===== src/rtl/uart_rx_cfg.sv =====
// ----------------------------------------------------------------------------
// uart_rx_cfg
// Parametrised UART receiver for the remote-comm link. It sits between the RX
// pad and the command parser. It accepts 5-9 data bits sent LSB first, with an
// optional even or odd parity bit and a stop-bit check. A start bit that has
// gone high again by mid-bit is rejected as a false start. The receiver
// reports parity, framing and overrun errors.
//
// Parameters
//   CLK_DIV     clk cycles per bit (8..4095)
//   DATA_BITS   data bits per frame (5..9)
//   PARITY_EN   1 = one parity bit follows the data
//   PARITY_ODD  parity sense when enabled: 0 = even, 1 = odd
//
// Ports
//   clk         system clock
//   rst_n       asynchronous active-low reset
//   RX          serial input, asynchronous, idles high
//   clr_rdy     consumer acknowledge; clears rdy and every error flag
//   rx_data     last received data word
//   rdy         word valid; held until clr_rdy or the next start bit
//   parity_err  parity mismatch on the word in rx_data
//   frame_err   stop bit was sampled low on the word in rx_data
//   overrun     a word completed before the previous one was acknowledged
// ----------------------------------------------------------------------------
module uart_rx_cfg #(
  parameter int CLK_DIV    = 2604,
  parameter int DATA_BITS  = 8,
  parameter int PARITY_EN  = 0,
  parameter int PARITY_ODD = 0
) (
  input  logic                 clk,
  input  logic                 rst_n,
  input  logic                 RX,
  input  logic                 clr_rdy,
  output logic [DATA_BITS-1:0] rx_data,
  output logic                 rdy,
  output logic                 parity_err,
  output logic                 frame_err,
  output logic                 overrun
);

  localparam int CNT_W = $clog2(CLK_DIV);
  localparam int BIT_W = $clog2(DATA_BITS);

  localparam logic [CNT_W-1:0] HALF_LOAD = CNT_W'(CLK_DIV / 2 - 1);
  localparam logic [CNT_W-1:0] FULL_LOAD = CNT_W'(CLK_DIV - 1);
  localparam logic [BIT_W-1:0] LAST_BIT  = BIT_W'(DATA_BITS - 1);
  localparam logic             PAR_ON    = (PARITY_EN != 0);
  localparam logic             ODD_SENSE = (PARITY_ODD != 0);

  typedef enum logic [2:0] {
    IDLE,
    START,
    DATA,
    PARITY,
    STOP,
    BREAK
  } state_t;

  state_t                 state;
  state_t                 next_state;

  logic                   rx_meta;
  logic                   rx_s;
  logic [CNT_W-1:0]       baud_cnt;
  logic [BIT_W-1:0]       bit_cnt;
  logic [DATA_BITS-1:0]   shreg;
  logic                   par_bit;
  logic                   unread;

  logic                   sample;
  logic                   start_det;
  logic                   load_full;
  logic                   shift_en;
  logic                   par_cap;
  logic                   complete;

  // Two-flop synchroniser. Both flops reset high, so a reset with RX idle
  // cannot look like a start bit.
  always_ff @(posedge clk or negedge rst_n) begin
    if (!rst_n) begin
      rx_meta <= 1'b1;
      rx_s    <= 1'b1;
    end else begin
      rx_meta <= RX;
      rx_s    <= rx_meta;
    end
  end

  // A sample point is any cycle in which the baud counter sits at zero.
  // Only the bit-timing states act on it.
  assign sample = (baud_cnt == '0);

  always_ff @(posedge clk or negedge rst_n) begin
    if (!rst_n) begin
      state <= IDLE;
    end else begin
      state <= next_state;
    end
  end

  // Next-state logic and the per-cycle datapath strobes.
  always_comb begin
    next_state = state;
    start_det  = 1'b0;
    load_full  = 1'b0;
    shift_en   = 1'b0;
    par_cap    = 1'b0;
    complete   = 1'b0;
    case (state)
      IDLE: begin
        if (!rx_s) begin
          start_det  = 1'b1;
          next_state = START;
        end
      end
      START: begin
        if (sample) begin
          if (rx_s) begin
            next_state = IDLE;
          end else begin
            load_full  = 1'b1;
            next_state = DATA;
          end
        end
      end
      DATA: begin
        if (sample) begin
          shift_en  = 1'b1;
          load_full = 1'b1;
          if (bit_cnt == LAST_BIT) begin
            next_state = PAR_ON ? PARITY : STOP;
          end
        end
      end
      PARITY: begin
        if (sample) begin
          par_cap    = 1'b1;
          load_full  = 1'b1;
          next_state = STOP;
        end
      end
      STOP: begin
        if (sample) begin
          complete   = 1'b1;
          next_state = rx_s ? IDLE : BREAK;
        end
      end
      BREAK: begin
        // A line held low stays here, so it yields only one framed word.
        if (rx_s) begin
          next_state = IDLE;
        end
      end
      default: next_state = IDLE;
    endcase
  end

  // Baud down-counter. A half-bit load at start detect places every later
  // sample at the middle of its bit.
  always_ff @(posedge clk or negedge rst_n) begin
    if (!rst_n) begin
      baud_cnt <= '0;
    end else if (start_det) begin
      baud_cnt <= HALF_LOAD;
    end else if (load_full) begin
      baud_cnt <= FULL_LOAD;
    end else if (baud_cnt != '0) begin
      baud_cnt <= baud_cnt - 1'b1;
    end
  end

  // Data bit counter, plus a shift register that fills from the MSB end.
  // After DATA_BITS shifts, the first (LSB) bit sits at bit 0.
  always_ff @(posedge clk or negedge rst_n) begin
    if (!rst_n) begin
      bit_cnt <= '0;
      shreg   <= '0;
      par_bit <= 1'b0;
    end else begin
      if (start_det) begin
        bit_cnt <= '0;
      end else if (shift_en) begin
        bit_cnt <= bit_cnt + 1'b1;
      end
      if (shift_en) begin
        shreg <= {rx_s, shreg[DATA_BITS-1:1]};
      end
      if (par_cap) begin
        par_bit <= rx_s;
      end
    end
  end

  // Consumer-facing registers.
  // rdy drops at the next start bit so a stale word is never shown as fresh.
  // That alone would hide a word the consumer never acknowledged. The internal
  // 'unread' flag therefore remembers an unacknowledged word until clr_rdy,
  // and overrun reports that flag when the next word lands.
  // A completion takes priority over a clear arriving in the same cycle.
  always_ff @(posedge clk or negedge rst_n) begin
    if (!rst_n) begin
      rx_data    <= '0;
      rdy        <= 1'b0;
      parity_err <= 1'b0;
      frame_err  <= 1'b0;
      overrun    <= 1'b0;
      unread     <= 1'b0;
    end else if (complete) begin
      rx_data    <= shreg;
      rdy        <= 1'b1;
      frame_err  <= ~rx_s;
      parity_err <= PAR_ON && ((^shreg ^ par_bit) != ODD_SENSE);
      overrun    <= unread;
      unread     <= 1'b1;
    end else if (clr_rdy) begin
      rdy        <= 1'b0;
      parity_err <= 1'b0;
      frame_err  <= 1'b0;
      overrun    <= 1'b0;
      unread     <= 1'b0;
    end else if (start_det) begin
      rdy        <= 1'b0;
      parity_err <= 1'b0;
      frame_err  <= 1'b0;
      overrun    <= 1'b0;
    end
  end

endmodule

===== config.mk =====
export PLATFORM = sky130hd
export DESIGN_NAME = uart_rx_cfg
export DESIGN_NICKNAME = d
export VERILOG_FILES = /design/src/rtl/uart_rx_cfg.sv
export SDC_FILE = /design/constraint.sdc
export NUM_CORES = 1
export LEC_CHECK = 0
export ABC_CLOCK_PERIOD_IN_PS = 2480
export BUFFER_PORTS_ARGS = -buffer_cell sky130_fd_sc_hd__buf_2
export CAP_MARGIN = 15
export CORE_MARGIN = 5
export CORE_UTILIZATION = 50
export DETAILED_ROUTE_END_ITERATION = 8
export GPL_TIMING_DRIVEN = 1
export PLACE_DENSITY = 0.73
export SYNTH_ARGS = -nofsm -noshare
export SYNTH_HDL_FRONTEND = slang
export SYNTH_SLANG_ARGS = --single-unit

===== constraint.sdc =====
create_clock -name clk -period 2.48 [get_ports clk]
set_input_delay 0.124 -clock clk [delete_from_list [all_inputs] [get_ports clk]]
set_output_delay 0.124 -clock clk [all_outputs]
set_load 0.01 [all_outputs]

==> flow_metrics.env <==
export IMPL_drc=0
export IMPL_cts_tree="done"
export IMPL_finClkSkew_ns=0.008553
export IMPL_fin_crit_sh_pct=83.41
export IMPL_cpPeakStageDelay_ns=0.42
export IMPL_wl_per_cell_um=13.96
export IMPL_ant_nets=0
export IMPL_slew_violations=0
export IMPL_yosys_warnings=0
export IMPL_start_util_pct=52.79
export IMPL_io_pins=16
export IMPL_seq_power_share_pct=66.8
export IMPL_num_rows=21
export IMPL_fmax_mhz=483.4
export IMPL_crit_chain="inv_1 -> ha_1 -> nor4b_2 -> buf_4 -> and3_1 -> o211ai_1 -> o211a_1"
export IMPL_min_delay_start="rx_meta$_DFF_PN1_"
export IMPL_syn_nets=163
export IMPL_first_pass_iters=4
export IMPL_first_iter_violations=61
export IMPL_wl_mm=3.127
export IMPL_antenna_found_initial=0
export IMPL_numCtsBuffers=5
export IMPL_port_buffer_count=14
export IMPL_power_internal_uw=771.5
export IMPL_status="completed"
export IMPL_r2r_setup_slack_ns=0.41
export IMPL_cts_path_max_buffers=2
export IMPL_setup_viol=0
export IMPL_grt_max_degree=41
export IMPL_fin_total_pwr_uw=982.7
export IMPL_clkPwrFrac_pct=31.0
export IMPL_clkTransAtPathRegs_ns=0.11
export IMPL_grtUsageTotal_pct=14.59
export IMPL_p_leak_uw=0.0009441
export IMPL_swShare_pct=21.49
export IMPL_core_um2=3390
export IMPL_holdWs_ns=0.3623
export IMPL_cts_max_level=2
export IMPL_drive_above_1_share_pct=26.97
export IMPL_dp_hpwl_mm=2.189
export IMPL_fin_crit_ns=2.069
export IMPL_reg2reg_depth=7
export IMPL_tightestPinTransition_ns=0.8657
export IMPL_ys_top_cells_by_area="dfrtp_1, mux2_2, o21ai_0"
export IMPL_p_switching_uw=211.2
export IMPL_start_kind="flip-flop"
export IMPL_final_cell_mix="dfrtp_1, mux2_2, o21ai_0, buf_2"
export IMPL_worstReg2RegEnd="baud_cnt[7]$_DFFE_PN0P_"
export IMPL_yosysUniqueCellTypes=37
export IMPL_ys_seq_area_share_pct=56.08
export IMPL_die_area_um2=4875
export IMPL_cp_arrival_ns=2.30
export IMPL_syn_cell_area_um2=1789
export IMPL_worst_setup_path_end_kind="flip-flop"
export IMPL_ir_drop_v=0.0003597
export IMPL_power_density_nw_per_um2=491.2
export IMPL_final_common_cell="dfrtp_1"
export IMPL_die_y_um=69.82
export IMPL_hold_viol=0
export IMPL_die_w_um=69.82
export IMPL_via_per_inst=5.469
export IMPL_r2r_start="baud_cnt[0]$_DFFE_PN0P_"
export IMPL_final_cells=224
export IMPL_cts_root_buf="clkbuf_4"
export IMPL_drv_cap=0
export IMPL_syn_inst=155
export IMPL_relSlewSlack_pct=42.29
export IMPL_ys_ff_latch=40
export IMPL_rsz0062_at_grt="no"
export IMPL_synth_top_area_cell="dfrtp_1"
export IMPL_num_nets_final=185
export IMPL_clock_sinks=40
export IMPL_dp_cells=213
export IMPL_finalSetupTns_ns=0
export IMPL_hold_path_class="reg2reg"
export IMPL_gp_congestion=0.8539
export IMPL_vias=1225
export IMPL_finish_utilization_pct=59.03
export IMPL_grt_remaining_overflow=0
export IMPL_crit_type="reg2reg"
export IMPL_hold_depth=0
export IMPL_syn2layout_area_growth_pct=11.82
export IMPL_yosysTopAreaCellShare_pct=53.15
export IMPL_n_antenna_cell=0
export IMPL_synth_avg_cell_area_um2=11.54
export IMPL_grt_pass1_vias=1256
export IMPL_cts_resized=0
export IMPL_crit_path_max_fanout=10
export IMPL_p_comb_share_pct=2.2
export IMPL_whs_endpoint="rx_s$_DFF_PN1_"
export IMPL_critPathSlowestCell="dfrtp_1"
export IMPL_cp_data_required_time_ns=2.71
export IMPL_clk_latency_ns=0.33
export IMPL_grt_first_pass_wirelength_mm=5.699
metrics by stage:
step | area, um^2 | setup WS (ns)
2_1_floorplan | 1789 | 0.6293
6_report | 2001 | 0.4113
3_5_place_dp | 1921 | 0.4206
3_3_place_gp | 1921 | 0.4626
4_1_cts | 2001 | 0.3695
5_1_grt | 2001 | 0.2559
state kept, by name (all words and copies together) (netlist names):
register / cells
rx_s: 1
unread: 1
rx_meta: 1
rx_data: 8
shreg: 8
rdy: 1
baud_cnt: 12
bit_cnt: 3
frame_err: 1
overrun: 1
state: 3
critical path: cells and delay by family, from the launching register on:
family | cells | cell delay (ns)
AND/OR/NAND/NOR | 2 | 0.56
AO/OA/AOI/OAI | 2 | 0.51
flip-flops | 1 | 0.42
buffers and inverters | 2 | 0.29
adder cells (fa/ha/maj) | 1 | 0.16
per-layer routing:
layer  vias to the layer above  GRT usage [%]  share of wire, %
li1                        594              -                 -
met2                        16          22.56                48
met1                       610          19.85                48
met4                         0          5.106               1.3
met5                         -              0                 0
met3                         5          3.623               2.8
worst max-delay path by stage:
stage / from / to / slack [ns] / depth (start not counted)
finish: baud_cnt[0]$_DFFE_PN0P_ / baud_cnt[7]$_DFFE_PN0P_ / 0.41 / 7
global placement: baud_cnt[0]$_DFFE_PN0P_ / baud_cnt[7]$_DFFE_PN0P_ / 0.46 / 7
detailed placement: baud_cnt[0]$_DFFE_PN0P_ / baud_cnt[7]$_DFFE_PN0P_ / 0.42 / 7
floorplan: baud_cnt[0]$_DFFE_PN0P_ / shreg[0]$_DFFE_PN0P_ / 0.63 / 6
global route: baud_cnt[0]$_DFFE_PN0P_ / baud_cnt[7]$_DFFE_PN0P_ / 0.26 / 7
CTS: baud_cnt[0]$_DFFE_PN0P_ / baud_cnt[7]$_DFFE_PN0P_ / 0.37 / 7
cells in the mapped netlist:
cell type,number
dfrtp_1,38
mux2_2,16
o21ai_0,14
nand3_1,10
nor2_1,10
nand2_1,7
xnor2_1,7
inv_1,6
ha_1,4
nor3_1,4
buf_2,3
clkbuf_1,3
nor4_1,3
a21oi_1,2
and3_1,2
dfstp_2,2
nand4_1,2
nor3b_1,2
or4_1,2
a221oi_1,1
a31oi_1,1
a32o_1,1
and2_0,1
buf_4,1
conb_1,1
mux2i_1,1
nor2b_1,1
nor4_2,1
nor4b_2,1
o211a_1,1
o211ai_1,1
o2bb2ai_1,1
o31a_2,1
or3_1,1
or3b_2,1
or4_4,1
xor2_1,1
power by group through the flow:
| stage | clock (uW) | combinational, uW | sequential, uW |
|---|---|---|---|
| floorplan | 0 | 4.47 | 669 |
| finish | 305 | 21.7 | 656 |
| global placement | 0 | 17.9 | 669 |
| CTS | 318 | 22.7 | 657 |
| global route | 349 | 26.1 | 657 |
| detailed placement | 0 | 19.1 | 669 |
logic make-up (layout without fill, tap and decap cells):
| family | Yosys count | count (layout) | synth area share, % |
|---|---|---|---|
| adder cells (fa/ha/maj) | 4 | 4 | 2.797 |
| AND/OR/NAND/NOR | 49 | 49 | 15.32 |
| flip-flops | 40 | 40 | 56.08 |
| AO/OA/AOI/OAI | 23 | 23 | 7.903 |
| other | 1 | 1 | 0.2096 |
| XOR/XNOR | 8 | 8 | 3.916 |
| buffers and inverters | 13 | 36 | 3.147 |
| multiplexers | 17 | 17 | 10.63 |
cell type report:
class | count | area, um^2
Inverter | 6 | 22.52
Multi-Input combinational cell | 102 | 729.5
Clock buffer | 7 | 45.04
Fill cell | 288 | 1389
Sequential cell | 40 | 1003
Clock inverter | 1 | 5.005
Tap cell | 46 | 57.56
Timing Repair Buffer | 22 | 137.6
what timing repair did:
| item | CTS | global route |
|---|---|---|
| endpoints found under the setup margin | 0 | 0 |
| hold buffers | 3 | 0 |
| hold endpoints to repair | 40 | 0 |
| setup buffers | 0 | 0 |
Note: power is estimated with default switching activity, not from simulation.
